File: config.mk
export PLATFORM = sky130hd
export DESIGN_NAME = cr_iu_reg_rd_port_flat
export DESIGN_NICKNAME = d
export VERILOG_FILES = /design/src/rtl/cr_iu_reg_rd_port_pkg.sv /design/src/rtl/cr_iu_reg_rd_port_if.sv /design/src/rtl/cr_iu_reg_rd_port_sel.sv /design/src/rtl/cr_iu_reg_rd_port.sv /design/src/flat_wrapper.sv
export SDC_FILE = /design/constraint.sdc
export NUM_CORES = 1
export LEC_CHECK = 0
export ABC_AREA = 1
export ABC_CLOCK_PERIOD_IN_PS = 2000
export BUFFER_PORTS_ARGS = -buffer_cell sky130_fd_sc_hd__buf_2
export CAP_MARGIN = 15
export CELL_PAD_IN_SITES_DETAIL_PLACEMENT = 0
export CELL_PAD_IN_SITES_GLOBAL_PLACEMENT = 1
export CORE_AREA = 5 5 225 227
export CTS_CLUSTER_SIZE = 16
export DETAILED_ROUTE_END_ITERATION = 8
export DIE_AREA = 0 0 230 232
export PLACE_DENSITY_LB_ADDON = 0.2
export SLEW_MARGIN = 20
export SYNTH_ARGS = -nofsm -noshare
export SYNTH_HDL_FRONTEND = slang
export SYNTH_SLANG_ARGS = --single-unit
File: constraint.sdc
create_clock -name forever_cpuclk -period 2 [get_ports forever_cpuclk]
set_input_delay 0.2 -clock forever_cpuclk [delete_from_list [all_inputs] [get_ports forever_cpuclk]]
set_output_delay 0.2 -clock forever_cpuclk [all_outputs]
set_load 0.005 [all_outputs]
File: src/rtl/cr_iu_reg_rd_port_pkg.sv
// Shared types and constants for the IU register read port (cr_iu_rd_pkg).
// Optional parity output is enabled with CR_IU_RD_PARITY_EN.
package cr_iu_rd_pkg;

  typedef enum logic {
    IDLE  = 1'b0,
    VALID = 1'b1
  } rd_state_e;

  localparam int DEF_REG_NUM = 16;
  localparam int DEF_IDX_W   = 4;
  localparam int DEF_DATA_W  = 32;

  // LSB of register idx inside the flattened bank output bus.
  function automatic int slice_lsb(input int idx, input int data_w);
    return idx * data_w;
  endfunction

endpackage

File: src/rtl/cr_iu_reg_rd_port_if.sv
// Read request / read beat handshake between IU consumers and the read port.
// The rd_par signal exists only when CR_IU_RD_PARITY_EN is defined.
interface cr_iu_reg_rd_port_if #(
  parameter int IDX_W  = cr_iu_rd_pkg::DEF_IDX_W,
  parameter int DATA_W = cr_iu_rd_pkg::DEF_DATA_W
) ();
  logic              rd_req;
  logic [IDX_W-1:0]  rd_idx;
  logic              rd_ack;
  logic              rd_vld;
  logic [DATA_W-1:0] rd_data;
  logic              rd_err;
  logic              rd_rdy;
  logic              rd_busy;
`ifdef CR_IU_RD_PARITY_EN
  logic              rd_par;

  modport master (output rd_req, rd_idx, rd_rdy,
                  input  rd_ack, rd_vld, rd_data, rd_err, rd_busy, rd_par);
  modport slave  (input  rd_req, rd_idx, rd_rdy,
                  output rd_ack, rd_vld, rd_data, rd_err, rd_busy, rd_par);
`else
  modport master (output rd_req, rd_idx, rd_rdy,
                  input  rd_ack, rd_vld, rd_data, rd_err, rd_busy);
  modport slave  (input  rd_req, rd_idx, rd_rdy,
                  output rd_ack, rd_vld, rd_data, rd_err, rd_busy);
`endif
endinterface

File: src/rtl/cr_iu_reg_rd_port_sel.sv
// Combinational index decode and read-after-write bypass mux for the read port.
// Independent of CR_IU_RD_PARITY_EN.
module cr_iu_reg_rd_sel
  import cr_iu_rd_pkg::*;
#(
  parameter int REG_NUM = DEF_REG_NUM,
  parameter int IDX_W   = DEF_IDX_W,
  parameter int DATA_W  = DEF_DATA_W
) (
  input  logic [IDX_W-1:0]          rd_idx,
  input  logic [REG_NUM*DATA_W-1:0] reg_dout_bus,
  input  logic                      write_en,
  input  logic [IDX_W-1:0]          write_idx,
  input  logic [DATA_W-1:0]         write_data,
  output logic [DATA_W-1:0]         sel_data,
  output logic                      sel_err
);
  localparam logic [31:0] REG_NUM_U = 32'(REG_NUM);

  logic [DATA_W-1:0] bank [REG_NUM];
  logic [DATA_W-1:0] bank_sel;
  logic              in_range;
  logic              bypass;

  genvar gi;
  generate
    for (gi = 0; gi < REG_NUM; gi++) begin : g_slice
      assign bank[gi] = reg_dout_bus[slice_lsb(gi, DATA_W) +: DATA_W];
    end
  endgenerate

  always_comb begin
    bank_sel = '0;
    for (int i = 0; i < REG_NUM; i++) begin
      if (rd_idx == IDX_W'(i)) bank_sel = bank[i];
    end
  end

  // The bank commits write_data on the same edge we capture, so a matching
  // write must win over the (still old) bank output.
  always_comb begin
    in_range = (32'(rd_idx) < REG_NUM_U);
    bypass   = write_en && (write_idx == rd_idx) && in_range;
    sel_err  = !in_range;
    if (!in_range)   sel_data = '0;
    else if (bypass) sel_data = write_data;
    else             sel_data = bank_sel;
  end

endmodule

File: src/rtl/cr_iu_reg_rd_port.sv
// One-entry registered read port over the IU register bank with write bypass.
// Define CR_IU_RD_PARITY_EN to add the registered even-parity output rd_par.
module cr_iu_reg_rd_port
  import cr_iu_rd_pkg::*;
#(
  parameter int REG_NUM = DEF_REG_NUM,
  parameter int IDX_W   = DEF_IDX_W,
  parameter int DATA_W  = DEF_DATA_W
) (
  input  logic                      forever_cpuclk,
  input  logic                      cpurst_b,
  cr_iu_reg_rd_port_if.slave        rd,
  input  logic [REG_NUM*DATA_W-1:0] x_reg_dout_bus,
  input  logic                      x_write_en,
  input  logic [IDX_W-1:0]          x_write_idx,
  input  logic [DATA_W-1:0]         write_data
);
  rd_state_e         state_reg;
  rd_state_e         state_next;
  logic              vld;
  logic              ack;
  logic              accept;
  logic [DATA_W-1:0] sel_data;
  logic              sel_err;
  logic [DATA_W-1:0] data_reg;
  logic              err_reg;

  cr_iu_reg_rd_sel #(
    .REG_NUM (REG_NUM),
    .IDX_W   (IDX_W),
    .DATA_W  (DATA_W)
  ) u_sel (
    .rd_idx       (rd.rd_idx),
    .reg_dout_bus (x_reg_dout_bus),
    .write_en     (x_write_en),
    .write_idx    (x_write_idx),
    .write_data   (write_data),
    .sel_data     (sel_data),
    .sel_err      (sel_err)
  );

  always_ff @(posedge forever_cpuclk or negedge cpurst_b) begin
    if (!cpurst_b) state_reg <= IDLE;
    else           state_reg <= state_next;
  end

  always_comb begin
    state_next = state_reg;
    case (state_reg)
      IDLE:    if (accept) state_next = VALID;
      VALID:   if (rd.rd_rdy) state_next = accept ? VALID : IDLE;
      default: state_next = IDLE;
    endcase
  end

  // Consuming and accepting in the same cycle keeps the pipe bubble-free.
  always_comb begin
    vld    = (state_reg == VALID);
    ack    = !vld || rd.rd_rdy;
    accept = rd.rd_req && ack;
  end

  assign rd.rd_vld  = vld;
  assign rd.rd_ack  = ack;
  assign rd.rd_busy = vld && !rd.rd_rdy;
  assign rd.rd_data = data_reg;
  assign rd.rd_err  = err_reg;

  // Snapshot at accept only; later writes to the held index do not leak in.
  always_ff @(posedge forever_cpuclk or negedge cpurst_b) begin
    if (!cpurst_b) begin
      data_reg <= '0;
      err_reg  <= 1'b0;
    end else if (accept) begin
      data_reg <= sel_data;
      err_reg  <= sel_err;
    end
  end

`ifdef CR_IU_RD_PARITY_EN
  logic par_reg;

  always_ff @(posedge forever_cpuclk or negedge cpurst_b) begin
    if (!cpurst_b)   par_reg <= 1'b0;
    else if (accept) par_reg <= ^sel_data;
  end

  assign rd.rd_par = par_reg;
`endif

endmodule

File: src/flat_wrapper.sv
// flat-port wrapper written by rule: the top's interface ports become plain ports
module cr_iu_reg_rd_port_flat import cr_iu_rd_pkg::*;
#(
  parameter int REG_NUM = DEF_REG_NUM,
  parameter int IDX_W   = DEF_IDX_W,
  parameter int DATA_W  = DEF_DATA_W
)
  (forever_cpuclk, cpurst_b, x_reg_dout_bus, x_write_en, x_write_idx, write_data, rd_rd_req, rd_rd_idx, rd_rd_rdy, rd_rd_ack, rd_rd_vld, rd_rd_data, rd_rd_err, rd_rd_busy);
  cr_iu_reg_rd_port_if #(.IDX_W(IDX_W), .DATA_W(DATA_W)) rd_i ();
  input  logic forever_cpuclk;
  input  logic cpurst_b;
  input  logic [REG_NUM*DATA_W-1:0] x_reg_dout_bus;
  input  logic x_write_en;
  input  logic [IDX_W-1:0] x_write_idx;
  input  logic [DATA_W-1:0] write_data;
  input wire logic [$bits(rd_i.rd_req)-1:0] rd_rd_req;
  input wire logic [$bits(rd_i.rd_idx)-1:0] rd_rd_idx;
  input wire logic [$bits(rd_i.rd_rdy)-1:0] rd_rd_rdy;
  output wire logic [$bits(rd_i.rd_ack)-1:0] rd_rd_ack;
  output wire logic [$bits(rd_i.rd_vld)-1:0] rd_rd_vld;
  output wire logic [$bits(rd_i.rd_data)-1:0] rd_rd_data;
  output wire logic [$bits(rd_i.rd_err)-1:0] rd_rd_err;
  output wire logic [$bits(rd_i.rd_busy)-1:0] rd_rd_busy;
  assign rd_i.rd_req = rd_rd_req;
  assign rd_i.rd_idx = rd_rd_idx;
  assign rd_i.rd_rdy = rd_rd_rdy;
  assign rd_rd_ack = rd_i.rd_ack;
  assign rd_rd_vld = rd_i.rd_vld;
  assign rd_rd_data = rd_i.rd_data;
  assign rd_rd_err = rd_i.rd_err;
  assign rd_rd_busy = rd_i.rd_busy;
  cr_iu_reg_rd_port #(.REG_NUM(REG_NUM), .IDX_W(IDX_W), .DATA_W(DATA_W)) u_core (.forever_cpuclk(forever_cpuclk), .cpurst_b(cpurst_b), .rd(rd_i), .x_reg_dout_bus(x_reg_dout_bus), .x_write_en(x_write_en), .x_write_idx(x_write_idx), .write_data(write_data));
endmodule
; ---- Yosys cells after proc, flatten, opt, wreduce, memory -nomap -nowiden
; Cells that the tools add are included.
[word_totals]
ff_bits = 33
[op_classes]
muxes = 20
n_reduce_logical = 7
eq_ne = 16
bitwise = 1
[ops]
columns = operator, n
row1 = $mux 32, 17
row2 = $eq 4x4->1 const B, 8
row3 = $eq 4x3->1 const B, 4
row4 = $eq 4x2->1 const B, 2
row5 = $eq 4x1->1 const B, 1
row6 = $eq 4x4->1, 1
row7 = $logic_not 4->1, 1
row8 = $logic_and 1x1->1, 3
row9 = $logic_not 1->1, 2
row10 = $mux 1, 2
row11 = $pmux 1 s2, 1
row12 = $logic_or 1x1->1, 1
row13 = $not 1->1, 1

; ---- Logic depth before layout (Yosys ltp)
; Gate-level depths: netlist of run 1.
[logic_depth]
ltp_word = 18
mapped_depth = 16
ltp_nobuf = 15

; ---- Hierarchy
; Synthesis of run 1 repeated with hierarchy kept, for this count alone.
[unflattened]
hier_cells = 1234
hier_area_um2 = 6067.1
[modules_own_cells]
columns = mod, instances, area_each_um2, seq_area_each_um2, cells_each
row1 = cr_iu_reg_rd_sel, 1, 4693.3, 0.0, 1086
row2 = cr_iu_reg_rd_port, 1, 1373.8, 850.8, 148

; ---- Worst setup path after synthesis of run 1
; No wires, ideal clock.
[synth_path]
kind = input to register
start = input port rd_rd_idx[3]
end = register u_core.data_reg[20] (netlist: u_core.rd.rd_data[20])
slack_ps = 394
path_stages = 13
n_path_buf = 1
t_arrival_ps = 1489
path_cell_list = inv_1 > nor2_1 > nand2_1 > clkinv_1 > clkbuf_1 > nand2_1 > nand4_1 > nor2_1 > nand3_1 > nor2_1 > nand3_1 > nand2_1 > nand2_1
[synth_between]
elab_chain_len = 18
elab_cells_between_ends = 35
cone_classes = 16 x eq/ne / 17 x mux / 2 x reduce/logical
[synth_rtl]
columns = item, line_no
row1 = from (decl), flat_wrapper.sv:17  ; input wire logic [$bits(rd_i.rd_idx)-1:0] rd_rd_idx;
row2 = $logic_not 4->1, cr_iu_reg_rd_port_sel.sv:35  ; if (rd_idx == IDX_W'(i)) bank_sel = bank[i];
row3 = $mux 32 (16 in series), cr_iu_reg_rd_port_sel.sv:35
row4 = $mux 32 *, cr_iu_reg_rd_port_sel.sv:46  ; else if (bypass) sel_data = write_data;
row5 = to (signal assigned), cr_iu_reg_rd_port.sv:75  ; data_reg <= sel_data;
row6 = to (decl), cr_iu_reg_rd_port.sv:25  ; logic [DATA_W-1:0] data_reg;
; Mark *: on every way between the ends. The rest lies on a longest branch, timed or not.
; A chain may end at the register's enable or synchronous reset.

; ---- Worst setup path after layout of run 1
[layout_path]
start = input port rd_rd_idx[1]
end = register u_core.data_reg[21] (netlist: u_core.rd.rd_data[21])
; The elaborated chain is that of the path after synthesis.

==> reports/metrics.cfg, run 1 <==
[floorplan]
die_h_um = 232
die_w_um = 230
coreArea_sq_mm = 0.0484
rows = 81
die_area_sq_mm = 0.0534
pin_count = 593
start_util = 0.120

[logic_synthesis]
synthCells = 1241
ys_types = 23
synthArstFlopShare = 1.00
syn_area_sq_mm = 0.00583
synth_area_leaders = nand2_1 (36%), nor2_1 (15%), dfrtp_1 (14%), inv_1 (9.4%), nand4_1 (8.8%)
synth.avg_cell_area_sq_um = 4.69
ys_ff_latch = 33
synth_top_area_frac = 0.357
synth_area_leader_cell = nand2_1
synth_ff_type = dfrtp_1
ys_warn_count = 0
yosysSeqAreaShare = 0.142
synth_edf_count = 0
synth_nets = 1798

[final_layout]
nets = 2445
final_cell_mix = buf_2 (587), nand2_1 (545), nor2_1 (204)
finalCoreUtilization = 0.222
syn_to_final_growth_pct = 84.5
fillerInstances = 5901
drive_gt1_frac = 0.411
fin_cells = 2524
final_common_cell = buf_2

[cts]
clock_latency_ns = 0.29
htree_levels = 2
clk_pin_slew_ns = 0.06
cts_tree = built
clock_sinks = 33
cts-buffers-inserted = 5
clk_path_buf_depth = 2
cts_root_buffer = clkbuf_16

[critical_path]
crit_chain = buf_6 -> inv_4 -> nand2_4 -> buf_4 -> buf_4 -> nor2_4 -> inv_1 -> buf_4 -> or2_2 -> nand2_1 -> nand4_1 -> nand2_1 -> nand3_1 -> nand2_1 -> nand2_1
r2r_setup_slack_ns = 0.55
max_stage_delay_ns = 0.26
cp.depth = 15
r2r-start = u_core.rd.rd_vld
r2r-end = u_core.rd.rd_data[3]
crit_start = rd_rd_idx[1]
cp_top_family = simple AND/OR/NAND/NOR gates
critPathSlowestCell = or2_2
cp_common_cell = nand2_1
cp_max_fo = 5
cp-end-kind = flop
worstPathRequired_ns = 2.18
cp-endpoint = u_core.rd.rd_data[21]
ff2ff_path_depth = 8
crit_arrival_ns = 2.07
path_class = primary input to flop
startpoint_type = primary input
worst-path-buf-inv = 6

[grt]
grt_usage = 0.176
grt_pass1_vias = 10377
grt_pass1_wl_um = 70200
overflow = 0
antenna_found_initial = 26
grt_max_degree = 63

[detailed_routing]
drc_errors = 0
initialDrtViolationCount = 479
wl_per_cell_um = 19.8
vias_per_cell = 4.01
num_vias = 10124
routed_wl_um = 49900
drt_pre_antenna_iters = 5
ant_nets = 0

[timing]
report.final.slew_viol_count = 0
setup_viol = 0
hold_viol_final = 0
finClkSkew_ns = 0.00283
worstMarginPinSlew_ns = 0.530
finalCritPeriodShare = 0.943
maxSlewHeadroom = 0.647
rsz0062_at_grt = true
layout_min_cycle_time_ns = 1.89
fmax_mhz = 530

[status]
status = completed

[pwr]
max-vdd-ir-drop_v = 0.000267
power_mw = 3.68
powerDensity_mw_per_mm2 = 342
p_leak_nw = 6.12

[min_path]
min_path_type = primary input to flop

[job]
maxCapViolations = 0

[placement]
hpwl_um = 44200
numPortBuffers = 591
gp_congestion = 0.887
place_inst = 2497

## stage by stage
step | setup WS [ns] | TNS, ns | hold slack (ns) | area (sq um)
finish | 0.115 | 0 | 0.110 | 10700
global route | -0.0821 | -0.0984 | 0.123 | 10700
CTS | -0.0258 | -0.0258 | 0.0949 | 10600
detailed placement | -0.453 | -9.90 | 0.208 | 10300
global placement | -0.434 | -9.15 | 0.212 | 10300
floorplan | 0.394 | 0 | -0.0956 | 5830
## power breakdown
part | switching, mW | internal (mW) | total, mW
Sequential | 0.0859 | 0.800 | 0.886
Combinational | 1.04 | 0.900 | 1.94
Clock | 0.323 | 0.528 | 0.851
## sequential cells by signal, indices dropped and copies added, names as in the netlist
| name | flops |
|---|---|
| u_core.rd.rd_data | 32 |
| u_core.rd.rd_vld | 1 |
## final cells by class
class	instances	area [sq um]	area share
Tap cell	622	778	0.0724
Inverter	150	581	0.0540
Clock inverter	1	5.00	0.000466
Sequential cell	33	826	0.0768
Timing Repair Buffer	695	3930	0.366
Multi-Input combinational cell	1003	4440	0.414
Antenna cell	13	32.5	0.00303
Clock buffer	7	153	0.0142
## worst min-delay path by stage
| stage | start | to | slack (ns) | cells past startpoint |
|---|---|---|---|---|
| 6_report | rd_rd_req | u_core.rd.rd_vld | 0.11 | 3 |
| 5_1_grt | rd_rd_req | u_core.rd.rd_vld | 0.12 | 3 |
| 4_1_cts | rd_rd_req | u_core.rd.rd_vld | 0.09 | 3 |
| 3_5_place_dp | cpurst_b | u_core.rd.rd_data[12] | 0.21 | 1 |
| 3_3_place_gp | cpurst_b | u_core.rd.rd_data[12] | 0.21 | 1 |
| 2_1_floorplan | cpurst_b | u_core.rd.rd_data[0] | -0.1 | 0 |
## cells in the mapped netlist, drive strengths merged, types with 3 or more instances
| cell type | count |
|---|---|
| nor3 | 9 |
| nand4 | 82 |
| inv | 147 |
| a21oi | 32 |
| or2 | 30 |
| nor2 | 230 |
| nand3b | 8 |
| nand2 | 555 |
| clkbuf | 49 |
| dfrtp | 33 |
| clkinv | 3 |
| buf | 6 |
| nand3 | 47 |
| o21ai | 6 |
## metal layers
metal | part of all wire | track usage
met5 | 0.0028 | 0
met4 | 0.010 | 0.0286
met3 | 0.070 | 0.0418
met2 | 0.49 | 0.313
met1 | 0.42 | 0.222
## what timing repair did
action | in CTS | in global routing
setup buffers | 0 | 6
endpoints found under the setup margin | 12 | 25
pin swaps | 5 | 25
hold endpoints to repair | 18 | 0
resized for setup | 23 | 40
hold buffers | 1 | 0
## cell families after synthesis
group	after synthesis	share of synthesized area
AOI/OAI and AO/OA	40	0.0357
xor gates and xnor gates	1	0.00150
buffers and inverters	205	0.134
DFF	33	0.142
other	1	0.000644
and+or+nand+nor	961	0.687
## worst min-delay path, delay by kind of cell
kind / cells / cell delay [ns]
AND/OR/NAND/NOR: 1 / 0.05
buffers and inverters: 2 / 0.11
No activity file was read; power rests on OpenSTA's default activity.
==> run 2: changes to the inputs <==
--- a/config.mk
+++ b/config.mk
@@ -7,14 +7,14 @@
 export LEC_CHECK = 0
 export ABC_AREA = 1
 export ABC_CLOCK_PERIOD_IN_PS = 2000
-export BUFFER_PORTS_ARGS = -buffer_cell sky130_fd_sc_hd__buf_2
 export CAP_MARGIN = 15
 export CELL_PAD_IN_SITES_DETAIL_PLACEMENT = 0
 export CELL_PAD_IN_SITES_GLOBAL_PLACEMENT = 1
-export CORE_AREA = 5 5 225 227
+export CORE_AREA = 5 5 231 233
 export CTS_CLUSTER_SIZE = 16
 export DETAILED_ROUTE_END_ITERATION = 8
-export DIE_AREA = 0 0 230 232
+export DIE_AREA = 0 0 236 238
+export DONT_BUFFER_PORTS = 1
 export PLACE_DENSITY_LB_ADDON = 0.2
 export SLEW_MARGIN = 20
 export SYNTH_ARGS = -nofsm -noshare
==> run 2 against run 1 <==
  * Setup slack worse by 0.035 ns
  * Final cell count decreased by 21%
  * Die area increased by 5.3%
  * Global-route usage is 2.3 points lower
  * Critical path type unchanged
  * Highest routed layer unchanged
  * Sequential power increased by 6.5%
  * Clock power is 8.2% lower
  * Sequential cell count is the same
  * Non-clock buffer count fell by 573
  * Final area fell by 25%
==> reports/metrics.cfg, run 2 (synthesis results as in run 1) <==
[detailed_routing]
wl_per_cell_um = 23.6
num_vias = 8321
ant_nets = 0
drc_errors = 0
drt_pre_antenna_iters = 5
initialDrtViolationCount = 507
vias_per_cell = 4.16
routed_wl_um = 47100

[critical_path]
path_class = primary input to flop
crit_arrival_ns = 2.10
r2r-start = u_core.rd.rd_vld
worstPathRequired_ns = 2.18
cp-end-kind = flop
ff2ff_path_depth = 8
cp_max_fo = 11
r2r-end = u_core.rd.rd_data[27]
r2r_setup_slack_ns = 0.42
startpoint_type = primary input

[final_layout]
multiInputGateArea_sq_mm = 0.00452
final_cell_mix = nand2_1 (543), nor2_1 (198), inv_1 (141)
syn_to_final_growth_pct = 39.0
largest_reg_flops = 32
regArea_sq_um = 826
final_common_cell = nand2_1
finish.instance_area_sq_mm = 0.00810
nets = 1874
drive_gt1_frac = 0.168
fillerInstances = 6145

[cts]
clk_pin_slew_ns = 0.06
cts_root_buffer = clkbuf_16
clock_sinks = 33
htree_levels = 2
cts_tree = built
clk_path_buf_depth = 2
cts-buffers-inserted = 5
clock_latency_ns = 0.29

[timing]
report.final.slew_viol_count = 0
fmax_mhz = 521
hold_viol_final = 0
finClkSkew_ns = 0.00499
rsz0062_at_grt = true
finalCritPeriodShare = 0.960
setup_viol = 0
layout_min_cycle_time_ns = 1.92

[grt]
grt_usage = 0.153
grt_pass1_vias = 8399
grt_max_degree = 52
grt_pass1_wl_um = 63300
overflow = 0
antenna_found_initial = 7

[floorplan]
die_w_um = 236
start_util = 0.114
die_area_sq_mm = 0.0562
pin_count = 593
rows = 83
coreArea_sq_mm = 0.0510
die_h_um = 238

[status]
status = completed

[min_path]
hold_path_end = u_core.rd.rd_vld
min_path_type = primary input to flop
holdPathStages = 2
min_from = rd_rd_req

[pwr]
powerDensity_mw_per_mm2 = 373
p_leak_nw = 3.92
power_mw = 3.02
max-vdd-ir-drop_v = 0.000389

[placement]
numPortBuffers = 0
placed_area_sq_mm = 0.00748
gp_congestion = 0.953
hpwl_um = 40800

[job]
maxCapViolations = 0

-- run 2: area by class of cell --
class                           instances  share of cell area
Antenna cell                            3            0.000927
Clock buffer                            6              0.0159
Clock inverter                          2             0.00124
Inverter                              150              0.0717
Multi-Input combinational cell       1005               0.558
Sequential cell                        33               0.102
Tap cell                              680               0.105
Timing Repair Buffer                  122               0.146
-- run 2: per-layer routing --
| metal | part of all wire | global-route usage | routed length (um) | vias to the layer above |
|---|---|---|---|---|
| li1 | - | - | - | 3962 |
| met1 | 0.42 | 0.192 | 19600 | 3904 |
| met2 | 0.50 | 0.273 | 23500 | 411 |
| met3 | 0.069 | 0.0336 | 3260 | 40 |
| met4 | 0.017 | 0.0269 | 778 | 4 |
| met5 | 0.00057 | 0 | 27 | - |
-- run 2: worst max-delay path: stages --
cell	delay [ns]
inv_1	0.06
buf_6	0.13
nand2_4	0.07
nor2_4	0.05
buf_12	0.14
buf_4	0.14
nand2_1	0.05
nand3_1	0.10
nor2_1	0.11
nand4_1	0.11
nor2_1	0.29
nand4_1	0.12
nor3_1	0.24
nand4_1	0.12
nand2_1	0.09
nand2_1	0.05
-- run 2: per-stage QoR --
stage          std cells  TNS, ns  hold slack (ns)  setup slack (ns)  utilization
6_report            2001        0           0.0501            0.0797        0.159
5_1_grt             2001   -0.111           0.0522           -0.0300        0.159
4_1_cts             1981        0           0.0377           0.00321        0.152
3_5_place_dp        1971   -10.44          -0.0945            -0.528        0.147
3_3_place_gp        1971   -10.73          -0.0940            -0.518        0.147
2_1_floorplan       1241        0          -0.0956             0.394            -
-- run 2: timing repair --
item / 4_1_cts / 5_1_grt
endpoints found under the setup margin: 19 / 29
buffers inserted: 0 / 17
resized for setup: 24 / 63
hold buffers: 2 / 0
gates cloned: 0 / 3
hold endpoints to repair: 33 / 0
pin swaps: 5 / 39
-- run 2: power by group --
group / switching (mW) / internal, mW / total, mW
Combinational: 0.814 / 0.485 / 1.30
Clock: 0.323 / 0.458 / 0.781
Sequential: 0.143 / 0.800 / 0.944
Total: 1.28 / 1.74 / 3.02
-- run 2: worst max path at each step --
| stage | from | end | slack, ns | depth (start not counted) |
|---|---|---|---|---|
| floorplan | rd_rd_idx[3] | u_core.rd.rd_data[20] | 0.39 | 13 |
| global placement | rd_rd_idx[3] | u_core.rd.rd_data[22] | -0.52 | 17 |
| CTS | rd_rd_idx[3] | u_core.rd.rd_data[12] | 0.003 | 16 |
| detailed placement | rd_rd_idx[3] | u_core.rd.rd_data[12] | -0.53 | 16 |
| finish | rd_rd_idx[0] | u_core.rd.rd_data[2] | 0.08 | 16 |
| global route | rd_rd_idx[2] | u_core.rd.rd_data[8] | -0.03 | 17 |
==> run 3: changes to the inputs <==
--- a/config.mk
+++ b/config.mk
@@ -8,7 +8,7 @@
 export ABC_AREA = 1
 export ABC_CLOCK_PERIOD_IN_PS = 2000
 export CAP_MARGIN = 15
-export CELL_PAD_IN_SITES_DETAIL_PLACEMENT = 0
+export CELL_PAD_IN_SITES_DETAIL_PLACEMENT = 1
 export CELL_PAD_IN_SITES_GLOBAL_PLACEMENT = 1
 export CORE_AREA = 5 5 231 233
 export CTS_CLUSTER_SIZE = 16
==> run 3 against run 2 <==
  * Sequential cell count unchanged
  * Setup slack worse by 0.017 ns
  * Final area up 0.91%
  * Fmax down 0.89%
  * Power up 5.4%
  * Critical endpoint is now u_core.rd.rd_data[11]
  * Worst hold slack better by 0.0063 ns
  * Largest power group unchanged
  * Critical path type unchanged
  * Largest cell class unchanged
  * Clock skew down 0.00072 ns
  * Highest routed layer unchanged
  * Clock power up 20%
==> reports/metrics.cfg, run 3 (synthesis results as in run 1) <==
[status]
status = completed

[timing]
hold_viol_final = 0
setup_viol = 0
layout_min_cycle_time_ns = 1.94
tns_ns = 0
finClkSkew_ns = 0.00427
report.final.slew_viol_count = 0
whs_ns = 0.0564
fmax_mhz = 516
finalCritPeriodShare = 0.969
rsz0062_at_grt = true

[cts]
clock_sinks = 33
clk_pin_slew_ns = 0.06
clock_latency_ns = 0.28
htree_levels = 2
clk_path_buf_depth = 2
cts_root_buffer = clkbuf_16
cts_tree = built
cts-buffers-inserted = 5

[detailed_routing]
ant_nets = 0
vias_per_cell = 4.11
drt_pre_antenna_iters = 4
initialDrtViolationCount = 366
num_vias = 8238
wl_per_cell_um = 24.0
routed_wl_um = 48000
drc_errors = 0

[grt]
overflow = 0
grt_max_degree = 52
antenna_found_initial = 8
grt_usage = 0.157
grt_pass1_wl_um = 65100
grt_pass1_vias = 8719

[critical_path]
cp-end-kind = flop
startpoint_type = primary input
path_class = primary input to flop
crit_arrival_ns = 2.12
cp_max_fo = 9
worstPathRequired_ns = 2.18

[placement]
hpwl_um = 41900
placed_area_sq_mm = 0.00748
place_inst = 1971
gp_congestion = 0.953
numPortBuffers = 0

[final_layout]
largest_reg_flops = 32
final_common_cell = nand2_1
regArea_sq_um = 826
nets = 1874
syn_to_final_growth_pct = 40.3
fillerInstances = 6514
multiInputGateArea_sq_mm = 0.00451
final_cell_mix = nand2_1 (539), nor2_1 (196), inv_1 (141)
finish.instance_area_sq_mm = 0.00817
drive_gt1_frac = 0.171
fin_cells = 2002

[job]
maxCapViolations = 0

[pwr]
seqPwrFrac = 0.296
p_int_mw = 1.91
switching_share = 0.401
p_leak_nw = 3.94
power_frac_comb = 0.409
clockPowerShare = 0.295
powerDensity_mw_per_mm2 = 390
p_sw_mw = 1.28
power_mw = 3.19
max-vdd-ir-drop_v = 0.000264

[floorplan]
die_area_sq_mm = 0.0562
die_w_um = 236
pin_count = 593
coreArea_sq_mm = 0.0510
die_h_um = 238
start_util = 0.114
rows = 83

[min_path]
min_path_type = primary input to flop

-- run 3: power by group through the flow --
| stage | clock network (mW) | registers (mW) | logic, mW |
|---|---|---|---|
| after floorplan | 0 | 0.889 | 0.640 |
| after global placement | 0 | 0.964 | 1.22 |
| after detailed placement | 0 | 0.955 | 1.24 |
| after CTS | 0.982 | 0.950 | 1.28 |
| after global routing | 1.00 | 0.967 | 1.48 |
| final | 0.939 | 0.944 | 1.30 |
-- run 3: critical path, stage by stage --
cell      delay (ns)
clkinv_8        0.03
buf_8           0.12
nand2_8         0.07
buf_6           0.10
nor2_4          0.05
buf_4           0.17
buf_4           0.15
a21oi_1         0.16
nand4_1         0.16
nand2_1         0.11
nand4_1         0.11
nor2_1          0.13
nand4_1         0.18
nand2_2         0.15
nand3b_1        0.10
nand2_1         0.07
nand2_1         0.04
-- run 3: area by class of cell --
class                           count  area share
Clock buffer                        7      0.0174
Clock inverter                      1     0.00367
Antenna cell                        4     0.00122
Timing Repair Buffer              124       0.150
Tap cell                          680       0.104
Sequential cell                    33       0.101
Inverter                          150      0.0707
Multi-Input combinational cell   1003       0.552
-- run 3: repair_timing --
item,in CTS,in global routing
setup buffers,0,15
endpoints found under the setup margin,22,28
hold buffers,2,0
endpoints found under the hold margin,33,0
pin swaps,4,44
cloned,0,2
resized for setup,21,71
-- run 3: worst paths after layout --
check,startpoint,endpoint,slack [ns],cells after the start
setup / recovery,rd_rd_idx[3],u_core.rd.rd_data[11],0.06,17
hold / removal,rd_rd_req,u_core.rd.rd_vld,0.06,2
setup reg to reg,u_core.rd.rd_vld,u_core.rd.rd_data[27],0.43,8
hold reg to reg,u_core.rd.rd_data[31],u_core.rd.rd_data[31],0.52,2
max in group asynchronous,cpurst_b,u_core.rd.rd_data[11],1.42,2
min in group asynchronous,cpurst_b,u_core.rd.rd_data[19],0.36,2
-- run 3: metal layers --
metal	GRT usage	wire length, um
met1	0.197	20000
met2	0.276	23700
met3	0.0401	3440
met4	0.0290	837
met5	0	38
-- run 3: per-stage QoR --
step	setup WS, ns	util
detailed placement	-0.553	0.147
finish	0.0624	0.160
global placement	-0.518	0.147
CTS	-0.0469	0.152
floorplan	0.394	-
global route	-0.0727	0.160
